### config.mk
export PLATFORM = sky130hd
export DESIGN_NAME = rr_output_arbiter
export DESIGN_NICKNAME = d
export VERILOG_FILES = /design/src/rtl/rr_output_arbiter.sv
export SDC_FILE = /design/constraint.sdc
export NUM_CORES = 1
export LEC_CHECK = 0
export BUFFER_PORTS_ARGS = -buffer_cell sky130_fd_sc_hd__buf_2
export CORE_MARGIN = 2
export CORE_UTILIZATION = 55
export DETAILED_ROUTE_END_ITERATION = 6
export PLACE_DENSITY = 0.77
export SETUP_SLACK_MARGIN = 0.2
export SYNTH_ARGS = -nofsm -noshare
export SYNTH_HDL_FRONTEND = slang
export SYNTH_SLANG_ARGS = --single-unit
### constraint.sdc
create_clock -name clk -period 10.98 [get_ports clk]
set_input_delay 0.549 -clock clk [delete_from_list [all_inputs] [get_ports clk]]
set_output_delay 0.549 -clock clk [all_outputs]
set_load 0.05 [all_outputs]
### src/rtl/rr_output_arbiter.sv
// Per-output round-robin switch arbiter: one-hot crossbar select, held for a whole wormhole packet.
// State | meaning:  IDLE = free, grant follows req from ptr  |  LOCKED = mid-packet, grant pinned to owner
module rr_output_arbiter #(
  parameter int N_PORTS = 5,
  parameter bit RR_EN   = 1'b1,
  parameter int IDX_W   = $clog2(N_PORTS)
) (
  input  logic               clk,
  input  logic               rst,
  input  logic [N_PORTS-1:0] req,
  input  logic [N_PORTS-1:0] tail,
  input  logic               fire,
  output logic [N_PORTS-1:0] grant,
  output logic               grant_valid,
  output logic [IDX_W-1:0]   grant_idx,
  output logic               locked
);

  typedef enum logic {IDLE, LOCKED} state_t;

  state_t           state;
  logic [IDX_W-1:0] owner;
  logic [IDX_W-1:0] ptr;

  logic             sel_found;
  logic [IDX_W-1:0] sel_idx;
  logic [IDX_W:0]   sum;
  logic [IDX_W-1:0] cand;
  logic             accept;
  logic             tail_g;
  logic [IDX_W-1:0] next_ptr;

  // Cyclic search from ptr; the extra sum bit keeps the wrap exact for non-power-of-two N_PORTS.
  always_comb begin
    sel_found = 1'b0;
    sel_idx   = '0;
    sum       = '0;
    cand      = '0;
    for (int k = 0; k < N_PORTS; k++) begin
      sum = {1'b0, ptr} + (IDX_W+1)'(k);
      if (sum >= (IDX_W+1)'(N_PORTS)) sum = sum - (IDX_W+1)'(N_PORTS);
      cand = sum[IDX_W-1:0];
      if (!sel_found && req[cand]) begin
        sel_found = 1'b1;
        sel_idx   = cand;
      end
    end
  end

  always_comb begin
    grant     = '0;
    grant_idx = '0;
    if (state == LOCKED) begin
      grant[owner] = 1'b1;
      grant_idx    = owner;
    end else if (sel_found) begin
      grant[sel_idx] = 1'b1;
      grant_idx      = sel_idx;
    end
  end

  assign grant_valid = |(grant & req);
  assign locked      = (state == LOCKED);
  assign accept      = fire & grant_valid;
  assign tail_g      = tail[grant_idx];
  assign next_ptr    = (grant_idx == IDX_W'(N_PORTS - 1)) ? '0 : grant_idx + 1'b1;

  // fire without a valid grant is a protocol error and leaves all state untouched.
  always_ff @(posedge clk or posedge rst) begin
    if (rst) begin
      state <= IDLE;
      owner <= '0;
      ptr   <= '0;
    end else if (accept) begin
      if (state == IDLE) begin
        if (!tail_g) begin
          state <= LOCKED;
          owner <= grant_idx;
        end
      end else if (tail_g) begin
        state <= IDLE;
      end
      if (RR_EN && tail_g) ptr <= next_ptr;
    end
  end

endmodule

==> tab_implementation.tex, run 1 <==
\begin{tabular}{lr}
\hline
Metric & Value \\
\hline
\multicolumn{2}{l}{\textbf{Status}} \\
\quad Result of the run & completed \\
\multicolumn{2}{l}{\textbf{Logic synthesis}} \\
\quad Post-Synthesis Cell Area & 2050 sq um \\
\quad Ys flop type & dfrtp\_1 \\
\quad Mean post-synth cell area & 7.64 sq um \\
\quad Count of warnings emitted by yosys & 0 \\
\quad Sequential cell area fraction in the yosys report & 8.53\% \\
\quad Asr flop ratio synth & 100\% \\
\quad Share of the synthesized area in the top cell type & 8.53\% \\
\quad Count of unique library cells instantiated by Yosys & 82 \\
\quad Post-synthesis sequential element count & 7 \\
\quad Most area-consuming cells after synthesis & dfrtp\_1, ha\_1, mux2i\_1, nand2b\_1, nand2\_1 \\
\quad Library cell occupying the most area in the post-synthesis netlist & dfrtp\_1 \\
\quad Syn\_nets & 293 \\
\quad Mapped Cells & 269 \\
\quad EDFF count, synth & 0 \\
\multicolumn{2}{l}{\textbf{Clock network}} \\
\quad Number of clock sinks & 7 \\
\quad Number of buffers added by the clock tree synthesis step & 3 \\
\quad Clock latency reported for the late side of the worst-skew pair & 230 ps \\
\quad H-Tree Depth & 1 \\
\quad Root Driver & clkbuf\_8 \\
\quad Cells resized by post-CTS repair & 0 \\
\quad Largest buffer count on any clock path & 2 \\
\quad Number of hold-repair buffers added at the cts stage & 0 \\
\quad CTS tree & done \\
\quad Postcts setup bufs & 0 \\
\quad Clock-pin slew of the registers on the worst-case setup and hold paths & 40 ps \\
\multicolumn{2}{l}{\textbf{Drt}} \\
\quad DRC viols & 0 \\
\quad Via count of the routed design & 2210 \\
\quad DRT antenna net count & 0 \\
\quad Number of search-and-repair iterations in the first detailed-routing pass & 5 \\
\quad Routed via count divided by cell count & 6.76 \\
\quad Wire length per cell after detailed routing & 17.5 um \\
\quad Aggregate routed wire length & 5.72 mm \\
\quad First DRT Iteration DRCs & 206 \\
\multicolumn{2}{l}{\textbf{Global route}} \\
\quad Global-route wire length before repair & 9.47 mm \\
\quad Via count of the first global-routing pass & 2014 \\
\quad Maximum number of pins on one net before global-route repair & 41 \\
\quad Antenna violations before repair & 0 \\
\quad Overflow left after global routing & 0 \\
\quad Total track usage & 28.1\% \\
\multicolumn{2}{l}{\textbf{Floorplanning}} \\
\quad Die X-Extent & 65.1 um \\
\quad Ports placed on the boundary & 23 \\
\quad Area of the die & 4240 sq um \\
\quad Starting utilization of the core area & 56.5\% \\
\quad Vertical die dimension & 65.1 um \\
\quad Core Footprint & 3630 sq um \\
\quad Cell row count & 22 \\
\multicolumn{2}{l}{\textbf{Critical path}} \\
\quad R2r startpoint & ptr[1] \\
\quad Setup Crit Path Kind & flip-flop to output port \\
\quad Critical Path Source Type & flip-flop \\
\quad Critical path endpoint category & output port \\
\quad Crit path max fanout & 10 \\
\quad Worst EP arrival & 4680 ps \\
\quad Worst setup startpoint & ptr[1] \\
\quad Critical path data required time & 10430 ps \\
\multicolumn{2}{l}{\textbf{Hold path}} \\
\quad Hold crit path type & input pin to async pin \\
\multicolumn{2}{l}{\textbf{Placement}} \\
\quad DPL Wire Length & 4.21 mm \\
\quad IO buf count & 22 \\
\quad Pre-CTS setup slack & 6120 ps \\
\quad Weighted congestion reported at the end of routability-driven placement & 0.894 \\
\quad Cell count after placement & 323 \\
\multicolumn{2}{l}{\textbf{Timing}} \\
\quad Number of setup violations in the final report & 0 \\
\quad Clock Skews & 4.01 ps \\
\quad Final setup slack of the worst path & 5750 ps \\
\quad Number of pins with negative max-slew slack in the final report & 0 \\
\quad Transition time at the pin with the least slew margin & 912 ps \\
\quad Final hold violation count & 0 \\
\quad Crit path time final & 5230 ps \\
\quad Part of the cycle the worst path needs & 47.6\% \\
\quad Fin Setup TNS & 0 ps \\
\quad Highest achievable clock rate & 0.191 GHz \\
\quad Worst slew margin & 37.6\% \\
\quad Unrepaired setup endpoints after global routing & no \\
\multicolumn{2}{l}{\textbf{Final layout}} \\
\quad Area delta synth->final & 6.76\% \\
\quad Inserted Diodes & 0 \\
\quad Post-route insts no fill & 327 \\
\quad Most common library cell in the layout ignoring fill and taps & buf\_2 \\
\quad Area of the multi-input gates & 1730 sq um \\
\quad Share of final-layout standard cells stronger than drive strength 1 & 19.7\% \\
\quad Most used cells in the layout excluding fill and tap cells & buf\_2, nand2\_1, inv\_1 \\
\quad Fillers & 342 \\
\quad Footprint of the flip-flops and latches & 175 sq um \\
\quad Final core area utilization & 60.4\% \\
\quad Count of nets after finishing & 304 \\
\multicolumn{2}{l}{\textbf{Flow run}} \\
\quad Max Cap Viol & 0 \\
\hline
\end{tabular}
## worst max-delay path, stage by stage, from the launching register on
cell	delay, ps
dfrtp_1	550
inv_1	230
ha_1	320
ha_1	460
a21oi_2	270
mux2i_1	140
a2111oi_0	850
nor3_1	140
o21ai_2	250
o21ai_2	140
a21o_1	290
and3_4	230
or3_1	360
buf_2	220
## metal layers
layer / routed length (um) / vias up / track usage, %
met5: 0 / - / 0
met4: 172 / 0 / 9.38
met3: 543 / 22 / 2.74
met2: 2620 / 132 / 46.8
met1: 2380 / 1013 / 38.2
li1: - / 1043 / -
## sequential cells by signal, summed over array words and instances (netlist names)
register	flops
locked	1
owner	3
ptr	3
## synth_stat cells, drive strengths merged (2+ instances only)
| library cell | number |
|---|---|
| or3 | 4 |
| nand2 | 21 |
| a211oi | 6 |
| o32ai | 2 |
| and2 | 5 |
| o22a | 2 |
| o311ai | 2 |
| mux4 | 3 |
| a22oi | 4 |
| ha | 10 |
| mux2 | 6 |
| nand3 | 6 |
| o31ai | 2 |
| nor2 | 15 |
| a31o | 3 |
| xnor2 | 2 |
| o211ai | 2 |
| mux2i | 10 |
| o2bb2ai | 2 |
| o311a | 2 |
| o2111ai | 2 |
| o221ai | 2 |
| a21oi | 15 |
| nand4 | 2 |
| and3 | 6 |
| o21ai | 16 |
| buf | 7 |
| nor3 | 5 |
| a31oi | 3 |
| nand2b | 16 |
| a221oi | 2 |
| clkbuf | 10 |
| a21o | 5 |
| nor2b | 6 |
| or2 | 3 |
| inv | 18 |
| a2111oi | 3 |
| a21boi | 3 |
| o22ai | 2 |
| dfrtp | 7 |
| o21a | 2 |
| a211o | 4 |
## stage by stage
stage | hold WS, ps | instance area [sq um]
floorplan | 352 | 2050
global placement | 494 | 2150
detailed placement | 506 | 2150
CTS | 265 | 2190
global route | 290 | 2190
finish | 255 | 2190
## final cells by class
cell class              count  share of cell area, %
multi-input cells         227                   78.8
repair buffers             23                   5.36
well taps                  48                   2.74
clock buffers               4                   2.05
inverters                  18                   3.08
flip-flops and latches      7                   7.99
## cells by family after synthesis
family / synth area share [%]
mux: 12.0
xor+xnor: 1.28
buf+inv: 7.37
simple gates: 25.0
compound gates: 38.8
flops: 8.53
fa+ha+maj: 7.06
## worst paths after layout
check / endpoint / slack [ps] / cells after the start
max: grant_valid / 5750 / 13
min: owner[1] / 260 / 2
max reg2reg: owner[2] / 6170 / 14
min reg2reg: owner[0] / 560 / 2
max in group asynchronous: ptr[2] / 10490 / 2
min in group clk: owner[0] / 560 / 2
Power of run 1 is left out: the tool's default activity adds up to more than one toggle a clock period on the data nets, which glitch-free logic cannot reach.
==> run 2, diff against run 1 <==
- CORE_UTILIZATION: 55 -> 54
- PLACE_DENSITY: 0.77 -> 0.78
- clock period: 10.98 -> 4.6 ns (I/O delays scaled with it)
==> run 2 against run 1 <==
Against the previous run: global-route usage is 0.92 points higher; clock-buffer cell count unchanged; wire length is 11% higher; sequential cell count unchanged; via count is 4.2% higher; largest cell class unchanged; first-iteration DRC count is 10% higher.
==> tab_implementation.tex, run 2 (synthesized netlist as in run 1, its figures left out) <==
\begin{tabular}{lr}
\hline
Metric & Value \\
\hline
\multicolumn{2}{l}{\textbf{Clock network}} \\
\quad Clock latency reported for the late side of the worst-skew pair & 230 ps \\
\quad Number of buffers added by the clock tree synthesis step & 3 \\
\quad Largest buffer count on any clock path & 2 \\
\quad Number of clock sinks & 7 \\
\quad Root Driver & clkbuf\_8 \\
\quad CTS tree & done \\
\quad Clock-pin slew of the registers on the worst-case setup and hold paths & 40 ps \\
\quad H-Tree Depth & 1 \\
\multicolumn{2}{l}{\textbf{Placement}} \\
\quad IO buf count & 22 \\
\quad Weighted congestion reported at the end of routability-driven placement & 0.955 \\
\quad Cell count after placement & 331 \\
\quad DPL Wire Length & 4.45 mm \\
\quad Pre-CTS setup slack & 187 ps \\
\multicolumn{2}{l}{\textbf{Floorplanning}} \\
\quad Starting utilization of the core area & 56.1\% \\
\quad Core Footprint & 3660 sq um \\
\quad Area of the die & 4310 sq um \\
\quad Vertical die dimension & 65.7 um \\
\quad Ports placed on the boundary & 23 \\
\quad Die X-Extent & 65.7 um \\
\quad Cell row count & 22 \\
\multicolumn{2}{l}{\textbf{Final layout}} \\
\quad Footprint of the flip-flops and latches & 178 sq um \\
\quad Share of final-layout standard cells stronger than drive strength 1 & 32.2\% \\
\quad Most common library cell in the layout ignoring fill and taps & buf\_2 \\
\quad Area of the multi-input gates & 1850 sq um \\
\quad Most used cells in the layout excluding fill and tap cells & buf\_2, nand2\_1, inv\_1 \\
\quad Count of nets after finishing & 320 \\
\quad Area delta synth->final & 19.7\% \\
\quad Fillers & 308 \\
\quad Post-route insts no fill & 343 \\
\quad Inserted Diodes & 0 \\
\multicolumn{2}{l}{\textbf{Timing}} \\
\quad Final setup slack of the worst path & 265 ps \\
\quad Crit path time final & 4340 ps \\
\quad Highest achievable clock rate & 0.231 GHz \\
\quad Transition time at the pin with the least slew margin & 469 ps \\
\quad Part of the cycle the worst path needs & 94.2\% \\
\quad Number of pins with negative max-slew slack in the final report & 0 \\
\quad Fin Setup TNS & 0 ps \\
\quad Worst slew margin & 68.5\% \\
\quad Final hold violation count & 0 \\
\quad Number of setup violations in the final report & 0 \\
\quad Unrepaired setup endpoints after global routing & no \\
\quad Clock Skews & 0.844 ps \\
\multicolumn{2}{l}{\textbf{Hold path}} \\
\quad Beginning of the worst hold path & fire \\
\quad Worst Hold Path EP & locked \\
\quad Hold crit path type & input pin to flip-flop \\
\quad Hold path depth & 3 \\
\multicolumn{2}{l}{\textbf{Critical path}} \\
\quad Setup Crit Path Kind & flip-flop to output port \\
\quad Worst-case reg-to-reg path depth & 15 \\
\quad Critical path endpoint category & output port \\
\quad R2r startpoint & ptr[0] \\
\quad Critical Path Source Type & flip-flop \\
\quad Worst setup startpoint & ptr[0] \\
\quad Reg-to-reg setup timing slack & 380 ps \\
\quad Critical path data required time & 4370 ps \\
\quad Worst EP arrival & 4110 ps \\
\quad End of the worst register-to-register path & owner[1] \\
\quad Crit path max fanout & 13 \\
\multicolumn{2}{l}{\textbf{Drt}} \\
\quad Aggregate routed wire length & 6.34 mm \\
\quad First DRT Iteration DRCs & 227 \\
\quad Wire length per cell after detailed routing & 18.5 um \\
\quad Via count of the routed design & 2303 \\
\quad Routed via count divided by cell count & 6.71 \\
\quad DRC viols & 0 \\
\quad Number of search-and-repair iterations in the first detailed-routing pass & 6 \\
\quad DRT antenna net count & 0 \\
\multicolumn{2}{l}{\textbf{Global route}} \\
\quad Maximum number of pins on one net before global-route repair & 29 \\
\quad Antenna violations before repair & 0 \\
\quad Overflow left after global routing & 0 \\
\quad Via count of the first global-routing pass & 1990 \\
\quad Global-route wire length before repair & 9.72 mm \\
\quad Total track usage & 29.0\% \\
\multicolumn{2}{l}{\textbf{Status}} \\
\quad Result of the run & completed \\
\multicolumn{2}{l}{\textbf{Flow run}} \\
\quad Max Cap Viol & 0 \\
\hline
\end{tabular}
==> run 2: through the flow <==
stage | hold WS, ps | util, % | instance area, sq um
2_1_floorplan | 33.4 | - | 2070
4_1_cts | 363 | 62.4 | 2280
3_5_place_dp | 183 | 60.7 | 2220
6_report | 363 | 67.2 | 2460
3_3_place_gp | 175 | 60.7 | 2220
5_1_grt | 373 | 67.2 | 2460
==> run 2: repair_timing <==
item                       CTS  global route
hold buffers                 1             0
gates resized for setup      3            28
hold endpoints to repair     7             0
setup endpoints to repair    3             8
pin swaps                    1             5
buffers inserted             0             7
==> run 2: worst max-delay path by stage <==
stage             endpoint  slack, ps  cells past startpoint
2_1_floorplan     owner[1]        210                     17
3_3_place_gp      owner[2]        280                     13
3_5_place_dp      owner[1]        190                     13
4_1_cts        grant_valid        200                     13
5_1_grt        grant_valid        140                     14
6_report       grant_valid        260                     14
==> run 2: critical path: stages, from the launching register on <==
cell	delay (ps)
dfrtp_1	390
buf_4	200
ha_2	260
a21o_1	170
mux4_2	510
mux2_4	330
a222oi_1	290
buf_4	170
and2_4	150
o311a_1	170
o21ai_1	100
nor3b_2	190
o32a_1	340
or3_1	370
buf_2	220
==> run 2: routing by layer <==
| metal | global-route usage, % | wire length (um) |
|---|---|---|
| met1 | 41.0 | 2800 |
| met2 | 48.4 | 3010 |
| met3 | 1.37 | 447 |
| met4 | 6.77 | 80 |
| met5 | 0 | 0 |
==> run 2: final cells by class <==
cell class	count	area share [%]
repair buffers	39	10.4
multi-input cells	227	75.3
flip-flops and latches	7	7.23
clock buffers	4	1.83
inverters	18	2.75
well taps	48	2.44
Power of run 2 is left out for the same reason.
==> run 3, diff against run 2 <==
- CORE_UTILIZATION: 54 -> 55
- CTS_BUF_LIST: unset -> sky130_fd_sc_hd__clkbuf_8
- PLACE_DENSITY: 0.78 -> 0.8
- REMOVE_ABC_BUFFERS: unset -> 1
==> run 3 against run 2 <==
Against the previous run: wire length down 3.6%; die area is 1.7% lower; core utilization down 1.4 points; non-clock buffer count fell by 2; critical path type unchanged; largest cell class unchanged.
==> tab_implementation.tex, run 3 (synthesized netlist as in run 1, its figures left out) <==
\begin{tabular}{lr}
\hline
Metric & Value \\
\hline
\multicolumn{2}{l}{\textbf{Status}} \\
\quad Result of the run & completed \\
\multicolumn{2}{l}{\textbf{Global route}} \\
\quad Overflow left after global routing & 0 \\
\quad Via count of the first global-routing pass & 2017 \\
\quad Maximum number of pins on one net before global-route repair & 41 \\
\quad Antenna violations before repair & 0 \\
\quad Global-route wire length before repair & 9.34 mm \\
\quad Total track usage & 27.4\% \\
\multicolumn{2}{l}{\textbf{Hold path}} \\
\quad Beginning of the worst hold path & fire \\
\quad Hold crit path type & input pin to flip-flop \\
\quad Hold path depth & 3 \\
\multicolumn{2}{l}{\textbf{Final layout}} \\
\quad Inserted Diodes & 0 \\
\quad Share of final-layout standard cells stronger than drive strength 1 & 28.0\% \\
\quad Most used cells in the layout excluding fill and tap cells & buf\_2, nand2\_1, inv\_1 \\
\quad Area delta synth->final & 16.3\% \\
\quad Final core area utilization & 65.8\% \\
\quad Most common library cell in the layout ignoring fill and taps & buf\_2 \\
\quad Fillers & 327 \\
\quad Count of nets after finishing & 318 \\
\multicolumn{2}{l}{\textbf{Floorplanning}} \\
\quad Area of the die & 4240 sq um \\
\quad Core Footprint & 3630 sq um \\
\quad Starting utilization of the core area & 56.5\% \\
\quad Cell row count & 22 \\
\quad Ports placed on the boundary & 23 \\
\quad Die X-Extent & 65.1 um \\
\quad Vertical die dimension & 65.1 um \\
\multicolumn{2}{l}{\textbf{Placement}} \\
\quad IO buf count & 22 \\
\quad Pre-CTS setup slack & 218 ps \\
\quad DPL Wire Length & 4.29 mm \\
\quad Weighted congestion reported at the end of routability-driven placement & 0.914 \\
\multicolumn{2}{l}{\textbf{Drt}} \\
\quad First DRT Iteration DRCs & 249 \\
\quad Number of search-and-repair iterations in the first detailed-routing pass & 5 \\
\quad Aggregate routed wire length & 6.11 mm \\
\quad Via count of the routed design & 2264 \\
\quad DRT antenna net count & 0 \\
\quad Wire length per cell after detailed routing & 17.9 um \\
\quad Routed via count divided by cell count & 6.64 \\
\quad DRC viols & 0 \\
\multicolumn{2}{l}{\textbf{Critical path}} \\
\quad Reg-to-reg setup timing slack & 350 ps \\
\quad Worst-case reg-to-reg path depth & 15 \\
\quad Crit path max fanout & 10 \\
\quad Setup Crit Path Kind & flip-flop to output port \\
\quad Timing endpoint of the critical path & grant\_valid \\
\quad R2r startpoint & ptr[0] \\
\quad Critical path data required time & 4370 ps \\
\quad Critical Path Source Type & flip-flop \\
\quad Worst EP arrival & 4120 ps \\
\quad Critical path endpoint category & output port \\
\quad End of the worst register-to-register path & ptr[1] \\
\quad Worst setup startpoint & ptr[2] \\
\multicolumn{2}{l}{\textbf{Timing}} \\
\quad Fin Setup TNS & 0 ps \\
\quad Number of pins with negative max-slew slack in the final report & 0 \\
\quad Highest achievable clock rate & 0.230 GHz \\
\quad Number of setup violations in the final report & 0 \\
\quad Clock Skews & 5.07 ps \\
\quad Worst slew margin & 61.3\% \\
\quad Transition time at the pin with the least slew margin & 580 ps \\
\quad Crit path time final & 4350 ps \\
\quad Final setup slack of the worst path & 248 ps \\
\quad Unrepaired setup endpoints after global routing & yes \\
\quad Part of the cycle the worst path needs & 94.6\% \\
\quad Final hold violation count & 0 \\
\multicolumn{2}{l}{\textbf{Clock network}} \\
\quad Number of buffers added by the clock tree synthesis step & 3 \\
\quad Clock latency reported for the late side of the worst-skew pair & 230 ps \\
\quad CTS tree & done \\
\quad Largest buffer count on any clock path & 2 \\
\quad H-Tree Depth & 1 \\
\quad Number of clock sinks & 7 \\
\quad Root Driver & clkbuf\_8 \\
\quad Clock-pin slew of the registers on the worst-case setup and hold paths & 40 ps \\
\multicolumn{2}{l}{\textbf{Flow run}} \\
\quad Max Cap Viol & 0 \\
\hline
\end{tabular}
-- run 3: changes by cell type in the layout (fill, tap and decap cells not counted), sizes merged --
cell    change
clkbuf      -1
buf         -2
inv         +1
-- run 3: cell type report --
cell class | count | area, sq um | area share (%)
Inverter | 18 | 67.6 | 2.83
Clock buffer | 3 | 41.3 | 1.73
Sequential cell | 7 | 175 | 7.33
Timing Repair Buffer | 37 | 238 | 9.95
Tap cell | 48 | 60.1 | 2.51
Multi-Input combinational cell | 227 | 1800 | 75.5
Clock inverter | 1 | 3.75 | 0.157
-- run 3: layer usage --
layer / up-vias / global-route usage, % / share of wire, %
met4: 0 / 10.9 / 2.2
met3: 13 / 1.71 / 6.6
met2: 106 / 45.1 / 49
met1: 1066 / 37.6 / 43
met5: - / 0 / 0
li1: 1079 / - / -
-- run 3: critical path: stages (launching register included) --
cell	delay [ps]
dfrtp_1	500
inv_1	210
ha_1	470
a21o_1	250
a211oi_1	400
a2111oi_2	120
or4b_1	540
a31o_2	270
o21ai_4	100
o22ai_1	200
and3_1	260
or3_1	340
buf_2	230
-- run 3: what timing repair did --
action                     4_1_cts  5_1_grt
setup buffers                    0        8
hold endpoints to repair         7        0
hold buffers                     1        0
resized for setup                3       18
pin swaps                        0        4
setup endpoints to repair        1       10
-- run 3: metrics by stage --
step,instance area [sq um],hold slack (ps),std cells
6_report,2390,367,341
3_3_place_gp,2200,172,328
3_5_place_dp,2200,177,328
2_1_floorplan,1970,33.4,252
5_1_grt,2390,373,341
4_1_cts,2260,368,333
-- run 3: worst min-delay path by stage --
stage / endpoint
2_1_floorplan: locked
3_3_place_gp: locked
3_5_place_dp: locked
4_1_cts: locked
5_1_grt: locked
6_report: locked
Power of run 3 is left out for the same reason.
